--- src/rtl/branch_redirect_sequencer_pkg.sv ---
// Shared types and constants for the branch redirect sequencer:
// FSM state encoding, one-hot next-PC source select and counter limits.
package branch_pkg;

    typedef enum logic [1:0] {
        IDLE,
        PEND,
        SQUASH
    } redir_state_t;

    localparam int          FlushDepthDefault = 2;
    localparam int          SqCntW            = $clog2(FlushDepthDefault) + 1;
    localparam logic [15:0] MispredCntMax     = 16'hFFFF;

    typedef struct packed {
        logic reset_pc;
        logic corr;
        logic pend;
        logic pred;
        logic seq;
    } redir_sel_t;

    // Squash counter width for an arbitrary flush depth.
    function automatic int sq_cnt_width(input int depth);
        return $clog2(depth) + 1;
    endfunction

endpackage

--- src/rtl/branch_redirect_sequencer_if.sv ---
// Bundle between the branch control cluster / front end and the redirect sequencer.
interface branch_redirect_if #(
    parameter int WordSize = 32
);
    logic                mispred;
    logic [WordSize-1:0] corr_pc;
    logic                pred_taken;
    logic [WordSize-1:0] pred_addr;
    logic [WordSize-1:0] seq_pc;
    logic                stall;
    logic [WordSize-1:0] npc;
    logic                pc_en;
    logic                flush_if_id;
    logic                flush_id_ex;
    logic                busy;
    logic [15:0]         mispred_cnt;

    modport master (
        output mispred, corr_pc, pred_taken, pred_addr, seq_pc, stall,
        input  npc, pc_en, flush_if_id, flush_id_ex, busy, mispred_cnt
    );

    modport slave (
        input  mispred, corr_pc, pred_taken, pred_addr, seq_pc, stall,
        output npc, pc_en, flush_if_id, flush_id_ex, busy, mispred_cnt
    );
endinterface

--- src/rtl/branch_redirect_sequencer_redirect_mux.sv ---
// Next-PC AND-OR select driven by a one-hot source vector; the PC write
// enable is granted whenever a source is selected and the front end is not held.
module redirect_mux
    import branch_pkg::*;
#(
    parameter int WordSize = 32
) (
    input  redir_sel_t          sel,
    input  logic                hold,
    input  logic [WordSize-1:0] reset_pc,
    input  logic [WordSize-1:0] corr_pc,
    input  logic [WordSize-1:0] pend_pc,
    input  logic [WordSize-1:0] pred_addr,
    input  logic [WordSize-1:0] seq_pc,
    output logic [WordSize-1:0] npc,
    output logic                pc_en
);

    always_comb begin
        npc   = ({WordSize{sel.reset_pc}} & reset_pc)
              | ({WordSize{sel.corr}}     & corr_pc)
              | ({WordSize{sel.pend}}     & pend_pc)
              | ({WordSize{sel.pred}}     & pred_addr)
              | ({WordSize{sel.seq}}      & seq_pc);
        pc_en = (|sel) & ~hold;
    end

endmodule

--- src/rtl/branch_redirect_sequencer.sv ---
// Chooses the next fetch PC (mispredict > predicted-taken > sequential), drives
// the IF/ID and ID/EX squash window and holds a correction across stalls.
module branch_redirect_sequencer
    import branch_pkg::*;
#(
    parameter int                  WordSize   = 32,
    parameter int                  FlushDepth = 2,
    parameter logic [WordSize-1:0] ResetPC    = '0
) (
    input  logic              clk,
    input  logic              rst,
    branch_redirect_if.slave  bus
);

    localparam int             CntW   = sq_cnt_width(FlushDepth);
    localparam logic [CntW-1:0] SqLoad = CntW'((FlushDepth > 1) ? (FlushDepth - 2) : 0);

    redir_state_t        state, state_nxt;
    logic [CntW-1:0]     sq_cnt, sq_cnt_nxt;
    logic [WordSize-1:0] pend_pc, pend_pc_nxt;
    logic [15:0]         mispred_cnt;

    redir_sel_t          sel;
    logic                hold;
    logic                flush_if_id;
    logic                flush_id_ex;
    logic                busy;

    always_ff @(posedge clk) begin
        if (rst) begin
            state   <= IDLE;
            sq_cnt  <= '0;
            pend_pc <= '0;
        end else begin
            state   <= state_nxt;
            sq_cnt  <= sq_cnt_nxt;
            pend_pc <= pend_pc_nxt;
        end
    end

    always_comb begin
        state_nxt   = state;
        sq_cnt_nxt  = sq_cnt;
        pend_pc_nxt = pend_pc;
        case (state)
            IDLE: begin
                if (bus.mispred) begin
                    if (bus.stall) begin
                        state_nxt   = PEND;
                        pend_pc_nxt = bus.corr_pc;
                    end else if (FlushDepth > 1) begin
                        state_nxt  = SQUASH;
                        sq_cnt_nxt = SqLoad;
                    end
                end
            end
            PEND: begin
                if (!bus.stall) begin
                    if (FlushDepth > 1) begin
                        state_nxt  = SQUASH;
                        sq_cnt_nxt = SqLoad;
                    end else begin
                        state_nxt = IDLE;
                    end
                end
            end
            SQUASH: begin
                if (!bus.stall) begin
                    if (sq_cnt == '0) begin
                        state_nxt = IDLE;
                    end else begin
                        sq_cnt_nxt = sq_cnt - 1'b1;
                    end
                end
            end
            default: state_nxt = IDLE;
        endcase
    end

    // Reset overrides every state so the front end restarts cleanly from ResetPC.
    always_comb begin
        sel         = '0;
        hold        = 1'b0;
        flush_if_id = 1'b0;
        flush_id_ex = 1'b0;
        busy        = (state != IDLE);
        if (rst) begin
            sel.reset_pc = 1'b1;
            flush_if_id  = 1'b1;
            flush_id_ex  = 1'b1;
            busy         = 1'b0;
        end else begin
            case (state)
                IDLE: begin
                    hold = bus.stall;
                    if (bus.mispred) begin
                        sel.corr    = 1'b1;
                        flush_if_id = !bus.stall;
                        flush_id_ex = !bus.stall;
                    end else if (bus.pred_taken) begin
                        sel.pred    = 1'b1;
                        flush_if_id = !bus.stall;
                    end else begin
                        sel.seq = 1'b1;
                    end
                end
                PEND: begin
                    sel.pend    = 1'b1;
                    hold        = bus.stall;
                    flush_if_id = !bus.stall;
                    flush_id_ex = !bus.stall;
                end
                SQUASH: begin
                    sel.seq     = 1'b1;
                    hold        = bus.stall;
                    flush_if_id = 1'b1;
                end
                default: begin
                    sel.seq = 1'b1;
                    hold    = bus.stall;
                end
            endcase
        end
    end

    // Stalled acceptances count too, since the correction is committed to PEND.
    always_ff @(posedge clk) begin
        if (rst) begin
            mispred_cnt <= '0;
        end else if (state == IDLE && bus.mispred && mispred_cnt != MispredCntMax) begin
            mispred_cnt <= mispred_cnt + 16'd1;
        end
    end

    redirect_mux #(
        .WordSize (WordSize)
    ) u_redirect_mux (
        .sel       (sel),
        .hold      (hold),
        .reset_pc  (ResetPC),
        .corr_pc   (bus.corr_pc),
        .pend_pc   (pend_pc),
        .pred_addr (bus.pred_addr),
        .seq_pc    (bus.seq_pc),
        .npc       (bus.npc),
        .pc_en     (bus.pc_en)
    );

    assign bus.flush_if_id = flush_if_id;
    assign bus.flush_id_ex = flush_id_ex;
    assign bus.busy        = busy;
    assign bus.mispred_cnt = mispred_cnt;

endmodule

--- src/flat_wrapper.sv ---
// flat-port wrapper written by rule: the top's interface ports become plain ports
module branch_redirect_sequencer_flat import branch_pkg::*;
#(
    parameter int                  WordSize   = 32,
    parameter int                  FlushDepth = 2,
    parameter logic [WordSize-1:0] ResetPC    = '0
)
  (clk, rst, bus_mispred, bus_corr_pc, bus_pred_taken, bus_pred_addr, bus_seq_pc, bus_stall, bus_npc, bus_pc_en, bus_flush_if_id, bus_flush_id_ex, bus_busy, bus_mispred_cnt);
  branch_redirect_if #(.WordSize(WordSize)) bus_i ();
  input  logic clk;
  input  logic rst;
  input wire logic [$bits(bus_i.mispred)-1:0] bus_mispred;
  input wire logic [$bits(bus_i.corr_pc)-1:0] bus_corr_pc;
  input wire logic [$bits(bus_i.pred_taken)-1:0] bus_pred_taken;
  input wire logic [$bits(bus_i.pred_addr)-1:0] bus_pred_addr;
  input wire logic [$bits(bus_i.seq_pc)-1:0] bus_seq_pc;
  input wire logic [$bits(bus_i.stall)-1:0] bus_stall;
  output wire logic [$bits(bus_i.npc)-1:0] bus_npc;
  output wire logic [$bits(bus_i.pc_en)-1:0] bus_pc_en;
  output wire logic [$bits(bus_i.flush_if_id)-1:0] bus_flush_if_id;
  output wire logic [$bits(bus_i.flush_id_ex)-1:0] bus_flush_id_ex;
  output wire logic [$bits(bus_i.busy)-1:0] bus_busy;
  output wire logic [$bits(bus_i.mispred_cnt)-1:0] bus_mispred_cnt;
  assign bus_i.mispred = bus_mispred;
  assign bus_i.corr_pc = bus_corr_pc;
  assign bus_i.pred_taken = bus_pred_taken;
  assign bus_i.pred_addr = bus_pred_addr;
  assign bus_i.seq_pc = bus_seq_pc;
  assign bus_i.stall = bus_stall;
  assign bus_npc = bus_i.npc;
  assign bus_pc_en = bus_i.pc_en;
  assign bus_flush_if_id = bus_i.flush_if_id;
  assign bus_flush_id_ex = bus_i.flush_id_ex;
  assign bus_busy = bus_i.busy;
  assign bus_mispred_cnt = bus_i.mispred_cnt;
  branch_redirect_sequencer #(.WordSize(WordSize), .FlushDepth(FlushDepth), .ResetPC(ResetPC)) u_core (.clk(clk), .rst(rst), .bus(bus_i));
endmodule
--- config.mk ---
export PLATFORM = sky130hd
export DESIGN_NAME = branch_redirect_sequencer_flat
export DESIGN_NICKNAME = d
export VERILOG_FILES = /design/src/rtl/branch_redirect_sequencer_pkg.sv /design/src/rtl/branch_redirect_sequencer_if.sv /design/src/rtl/branch_redirect_sequencer_redirect_mux.sv /design/src/rtl/branch_redirect_sequencer.sv /design/src/flat_wrapper.sv
export SDC_FILE = /design/constraint.sdc
export NUM_CORES = 1
export LEC_CHECK = 0
export CAP_MARGIN = 20
export CORE_MARGIN = 1.5
export CORE_UTILIZATION = 42
export CTS_CLUSTER_SIZE = 10
export DETAILED_ROUTE_END_ITERATION = 6
export PLACE_DENSITY = 0.87
export SYNTH_ARGS = -nofsm -noshare
export SYNTH_HDL_FRONTEND = slang
export SYNTH_SLANG_ARGS = --single-unit
--- constraint.sdc ---
create_clock -name clk -period 6.05 [get_ports clk]
set_input_delay 0.9075 -clock clk [delete_from_list [all_inputs] [get_ports clk]]
set_output_delay 0.9075 -clock clk [all_outputs]
set_load 0.01 [all_outputs]
==> results.sh, run 1 <==
export IMPL_fp_dieH_um=84.54
export IMPL_firstDrtPassIters=7
export IMPL_power_uw=795.0
export IMPL_switching_share_pct=27.32
export IMPL_wl_per_cell_um=15.77
export IMPL_area_delta_synth_final_pct=60.98
export IMPL_grt_pass1_wl_um=15100
export IMPL_ff2ff_setup_slack_ns=3.90
export IMPL_fmax_mhz=230.2
export IMPL_critPathBufInv=3
export IMPL_ctsResizeCount=0
export IMPL_cts_sinks=52
export IMPL_antenna_left=0
export IMPL_min_period_ns=4.345
export IMPL_hold_path_class="flop to flop"
export IMPL_cp_slowest_stage_delay_ns=0.56
export IMPL_dp_hpwl_um=6703
export IMPL_cts_tree="yes"
export IMPL_synth_area_leader_cell="dfxtp_1"
export IMPL_slew_violations=0
export IMPL_path_class="input port to output port"
export IMPL_rsz0062_at_grt="no"
export IMPL_setup_viol=0
export IMPL_drv_cap=0
export IMPL_cts_hold_buf=0
export IMPL_port_buffers=152
export IMPL_placed_area_mm2=0.004374
export IMPL_p_sw_uw=217.2
export IMPL_tightest_slew_ns=0.7183
export IMPL_clock_latency_ns=0.30
export IMPL_synthTopCellsByArea="dfxtp_1 (37%), nand2_1 (18%), a222oi_1 (11%), a21oi_1 (8.6%), clkbuf_1 (2.6%)"
export IMPL_die_area_mm2=0.007147
export IMPL_top_level_ports=153
export IMPL_synth_cells=384
export IMPL_fp_dieW_um=84.54
export IMPL_avgSynthCellArea_um2=7.273
export IMPL_netlist_area_leader_share_pct=37.28
export IMPL_setup_tns_ns=0
export IMPL_viasPerCell=5.710
export IMPL_cp_data_arrival_time_ns=3.44
export IMPL_core_area_mm2=0.006386
export IMPL_stdcell_area_mm2=0.004496
export IMPL_synth_warnings=0
export IMPL_p_int_uw=577.9
export IMPL_clk_path_buf_depth=2
export IMPL_htree_num_levels=2
export IMPL_root_buffer="clkbuf_8"
export IMPL_crit_fanout=18
export IMPL_nNetsFinal=625
export IMPL_drive_above_1_share_pct=5.354
export IMPL_synth_area_mm2=0.002793
export IMPL_outcome="finished clean"
export IMPL_slowest_stage="a21oi_2"
export IMPL_cts_setup_buffers=0
export IMPL_fin_skew_ns=0.008269
export IMPL_drtIter0Drc=287
export IMPL_track_usage_pct=25.40
export IMPL_drc_errors=0
export IMPL_antenna_cells=0
export IMPL_relSlewSlack_pct=52.11
export IMPL_gp_congestion=0.7961
export IMPL_antenna_found_initial=0
export IMPL_combPwrFrac_pct=28.1
export IMPL_ys_ff_latch=52
export IMPL_num_rows=29
export IMPL_hold_viol=0
export IMPL_p_leak_uw=0.001663
export IMPL_critPathCaptureType="output port"
export IMPL_crit_required_ns=5.14
export IMPL_timing_final_crit_share_pct=71.81
export IMPL_setup_slack_ns=1.705
export IMPL_fin_util_pct=70.40
export IMPL_startpoint_type="input port"
export IMPL_ys_types=33
export IMPL_grt_max_degree=56
export IMPL_grt_pass1_vias=3207
export IMPL_critPathTopFamily="buffers and inverters"
export IMPL_ys_seq_area_share_pct=37.28
export IMPL_worstPathCellList="clkdlybuf4s50_1 > or3_1 > a21oi_2 > buf_4 > nand2_1 > nand2_1 > clkdlybuf4s50_1"
export IMPL_p_seq_share_pct=45.9
export IMPL_cts_made_buffers=5
export IMPL_p_clk_share_pct=26.1
export IMPL_num_vias=3426
export IMPL_dp_slack_ns=1.710
export IMPL_syn_num_nets=487
export IMPL_grt_ovfl_total=0
export IMPL_drt_total_wl_um=9460
export IMPL_irDropWorstVdd_v=0.0001118
export IMPL_path_clk_slew_ns=0.09
export IMPL_p_per_area_mw_per_mm2=176.8
export IMPL_start_util_pct=43.73
power groups by stage:
stage	registers [µW]	clock network [µW]	logic (µW)
floorplan	370	0	86.6
global placement	372	0	214
detailed placement	372	0	220
CTS	365	211	221
global route	367	227	241
finish	365	207	223
state kept, by name, indices dropped and copies added, names as in the netlist:
signal and count:
u_core.pend_pc 32, u_core.state 2, u_core.sq_cnt 2, u_core.bus.mispred_cnt 16
final timing paths:
| kind | startpoint | end | depth (start not counted) |
|---|---|---|---|
| worst max-delay path | bus_mispred | bus_npc[5] | 7 |
| worst min-delay path | u_core.pend_pc[4] | u_core.pend_pc[4] | 2 |
| worst max register to register | u_core.bus.mispred_cnt[0] | u_core.bus.mispred_cnt[14] | 5 |
| worst min register to register | u_core.pend_pc[4] | u_core.pend_pc[4] | 2 |
per-stage QoR:
stage / hold WS, ns / std cells
after floorplan: 0.4344 / 384
after global placement: 0.4411 / 589
after detailed placement: 0.4484 / 591
after CTS: 0.4626 / 599
after global routing: 0.4770 / 600
final: 0.4632 / 600
cell usage after synthesis (all sizes together):
master and number:
o311ai 1, nor4 1, buf 9, or2 1, o211ai 1, or4 7, a222oi 32, ha 2
clkbuf 19, xor2 1, or3b 2, o31ai 6, mux2i 4, nor2 17, inv 7, nor3b 1
nand2b 1, or3 8, a21oi 48, nand2 136, o41ai 2, dlygate4sd1 1, o21ai 7, nand3 7
o21bai 1, dfxtp 52, and3 4, nand4 6
final cells by class:
| cell class | count | area [µm²] |
|---|---|---|
| fill | 527 | 1891 |
| sequential | 52 | 1041 |
| inverter | 7 | 26.28 |
| clock inverter | 1 | 7.507 |
| timing repair buffer | 160 | 1624 |
| multi-input combinational | 296 | 1614 |
| tap | 77 | 96.34 |
| clock buffer | 7 | 86.33 |
placed cells by master, fill, tap and decap left out, types with 6 or more instances in the layout:
cell type,count
a21oi_1,47
a222oi_1,32
clkbuf_8,6
clkdlybuf4s50_1,151
dfxtp_1,52
inv_1,7
nand2_1,136
nand3_1,7
nor2_1,15
o21ai_0,7
o31ai_1,6
or3_1,7
worst register-to-register path, stage by stage (launching register included):
cell	delay [ns]
dfxtp_1	0.45
ha_1	0.27
nand4_1	0.31
or3_2	0.57
or3_1	0.35
a21oi_1	0.14
cell families after synthesis:
kind of cell | synth area share [%]
fa+ha+maj | 0.8959
xor+xnor | 0.3137
mux | 1.434
buf+inv | 5.511
flops | 37.28
simple gates | 30.15
compound gates | 24.42
metal layers:
layer	track usage, %	vias up	wire length (µm)
li1	-	1660	-
met1	31.35	1595	3772
met2	45.24	159	4832
met3	4.818	12	708
met4	6.745	0	146
met5	0	-	0
No activity file was read; power rests on OpenSTA's default activity.
==> run 2, diff against run 1 <==
--- a/config.mk
+++ b/config.mk
@@ -7,10 +7,10 @@
 export LEC_CHECK = 0
 export CAP_MARGIN = 20
 export CORE_MARGIN = 1.5
-export CORE_UTILIZATION = 42
+export CORE_UTILIZATION = 39
 export CTS_CLUSTER_SIZE = 10
 export DETAILED_ROUTE_END_ITERATION = 6
-export PLACE_DENSITY = 0.87
+export PLACE_DENSITY = 0.82
 export SYNTH_ARGS = -nofsm -noshare
 export SYNTH_HDL_FRONTEND = slang
 export SYNTH_SLANG_ARGS = --single-unit
==> constraint.sdc (replaced) <==
create_clock -name clk -period 4.2 [get_ports clk]
set_input_delay 0.63 -clock clk [delete_from_list [all_inputs] [get_ports clk]]
set_output_delay 0.63 -clock clk [all_outputs]
set_load 0.01 [all_outputs]
==> results.sh, run 2 (same netlist as run 1, synthesis figures left out) <==
export IMPL_gp_congestion=0.8136
export IMPL_wl_met3_um=824
export IMPL_critPathCaptureType="output port"
export IMPL_dpl_cell_count=613
export IMPL_multiInputGateArea_mm2=0.001614
export IMPL_nNetsFinal=627
export IMPL_p_clk_share_pct=28.4
export IMPL_cts_hold_buf=0
export IMPL_min_period_ns=3.474
export IMPL_grt_pass1_wl_um=14630
export IMPL_cts_setup_buffers=0
export IMPL_fillers=622
export IMPL_viasPerCell=5.464
export IMPL_switching_share_pct=25.97
export IMPL_min_to="u_core.pend_pc[6]"
export IMPL_grt_pass1_vias=3220
export IMPL_fmax_mhz=287.9
export IMPL_fin_skew_ns=0.004783
export IMPL_hp_start="u_core.pend_pc[6]"
export IMPL_p_per_area_mw_per_mm2=260.4
export IMPL_relSlewSlack_pct=30.58
export IMPL_power_uw=1182
export IMPL_drv_cap=0
export IMPL_hold_path_class="flop to flop"
export IMPL_hold_viol=0
export IMPL_hold_slack_ns=0.4652
export IMPL_stdcell_count=621
export IMPL_drt_total_wl_um=9269
export IMPL_largest_reg_flops=32
export IMPL_start_util_pct=40.66
export IMPL_tightest_slew_ns=1.039
export IMPL_grt_max_degree=33
export IMPL_cts_made_buffers=5
export IMPL_die_area_mm2=0.007677
export IMPL_timing_rr_start="u_core.bus.mispred_cnt[0]"
export IMPL_num_vias=3393
export IMPL_startpoint_type="input port"
export IMPL_regArea_mm2=0.001041
export IMPL_cts_sinks=52
export IMPL_drtIter0Drc=230
export IMPL_root_buffer="clkbuf_8"
export IMPL_core_area_mm2=0.006869
export IMPL_ff2ff_setup_slack_ns=2.09
export IMPL_crit_required_ns=3.57
export IMPL_irDropWorstVdd_v=0.0001637
export IMPL_fp_dieH_um=87.62
export IMPL_htree_num_levels=2
export IMPL_p_seq_share_pct=44.5
export IMPL_antenna_cells=0
export IMPL_num_rows=30
export IMPL_p_sw_uw=307.1
export IMPL_top_regs="u_core.pend_pc x32, u_core.bus.mispred_cnt x16"
export IMPL_cts_tree="yes"
export IMPL_p_int_uw=875.2
export IMPL_area_delta_synth_final_pct=62.59
export IMPL_slew_violations=0
export IMPL_timing_final_crit_share_pct=82.71
export IMPL_antenna_found_initial=0
export IMPL_violations="design-rule violations"
export IMPL_reg2reg_depth=5
export IMPL_wl_per_cell_um=14.93
export IMPL_outcome="finished, violations left"
export IMPL_path_class="input port to output port"
export IMPL_grt_ovfl_total=0
export IMPL_route_met2_wl_um=4528
export IMPL_combPwrFrac_pct=27.1
export IMPL_holdPathStages=2
export IMPL_setup_viol=0
export IMPL_drc_errors=3
export IMPL_fp_dieW_um=87.62
export IMPL_layout_commonest_cell="clkdlybuf4s50_1"
export IMPL_port_buffers=152
export IMPL_final_cell_mix="clkdlybuf4s50_1 (151), nand2_1 (136), dfxtp_1 (52)"
export IMPL_rsz0062_at_grt="no"
export IMPL_clk_path_buf_depth=2
export IMPL_cp_data_arrival_time_ns=2.84
export IMPL_dp_hpwl_um=6831
export IMPL_highest_layer="met4"
export IMPL_worstReg2RegEnd="u_core.bus.mispred_cnt[14]"
export IMPL_path_clk_slew_ns=0.09
export IMPL_setup_tns_ns=0
export IMPL_met1_length_um=3796
export IMPL_drive_above_1_share_pct=5.714
export IMPL_p_leak_uw=0.001680
export IMPL_regMostFlops="u_core.pend_pc"
export IMPL_firstDrtPassIters=7
export IMPL_antenna_left=0
export IMPL_clock_latency_ns=0.30
export IMPL_crit_fanout=18
export IMPL_track_usage_pct=23.85
export IMPL_ctsResizeCount=0
export IMPL_top_level_ports=153
==> run 2: per-layer routing <==
layer,up-vias,global-route usage [%]
met4,0,7.937
met3,15,5.372
met5,-,0
li1,1668,-
met2,160,42.17
met1,1550,28.53
==> run 2: worst max-delay path, stage by stage <==
cell and delay (ns):
clkdlybuf4s50_1 0.54, or3b_2 0.53, nor2_2 0.13, buf_4 0.25
a222oi_1 0.13, nand2_1 0.09, clkdlybuf4s50_1 0.54
==> run 2: metrics by stage <==
step | area [µm²] | utilization [%] | setup slack, ns
floorplan | 2793 | - | 1.836
global placement | 4378 | 63.73 | 0.5163
detailed placement | 4433 | 64.54 | 0.7466
CTS | 4541 | 66.10 | 0.7430
global route | 4541 | 66.10 | 0.6294
finish | 4541 | 66.10 | 0.7261
==> run 2: power by group through the flow <==
stage / logic, µW / clock network (µW) / registers (µW)
after floorplan: 125 / 0 / 533
after detailed placement: 320 / 0 / 537
after CTS: 322 / 345 / 526
after global routing: 350 / 367 / 529
final: 320 / 336 / 526
after global placement: 311 / 0 / 536
==> run 2: worst max-delay path by stage <==
stage                           start           to  slack [ns]  depth (start not counted)
after floorplan           bus_mispred  bus_npc[10]        1.84                          5
after global placement    bus_mispred  bus_npc[29]        0.52                          6
after detailed placement  bus_mispred  bus_npc[26]        0.75                          7
after CTS                 bus_mispred  bus_npc[26]        0.74                          7
after global routing      bus_mispred   bus_npc[3]        0.63                          7
final                     bus_mispred  bus_npc[26]        0.73                          7
==> run 2: layout make-up <==
cell class                      instances  share of cell area [%]
Multi-Input combinational cell        296                   35.55
Timing Repair Buffer                  162                   35.93
Sequential cell                        52                   22.93
Inverter                                7                  0.5787
Clock buffer                            6                   1.598
Clock inverter                          2                  0.7716
Tap cell                               96                   2.645
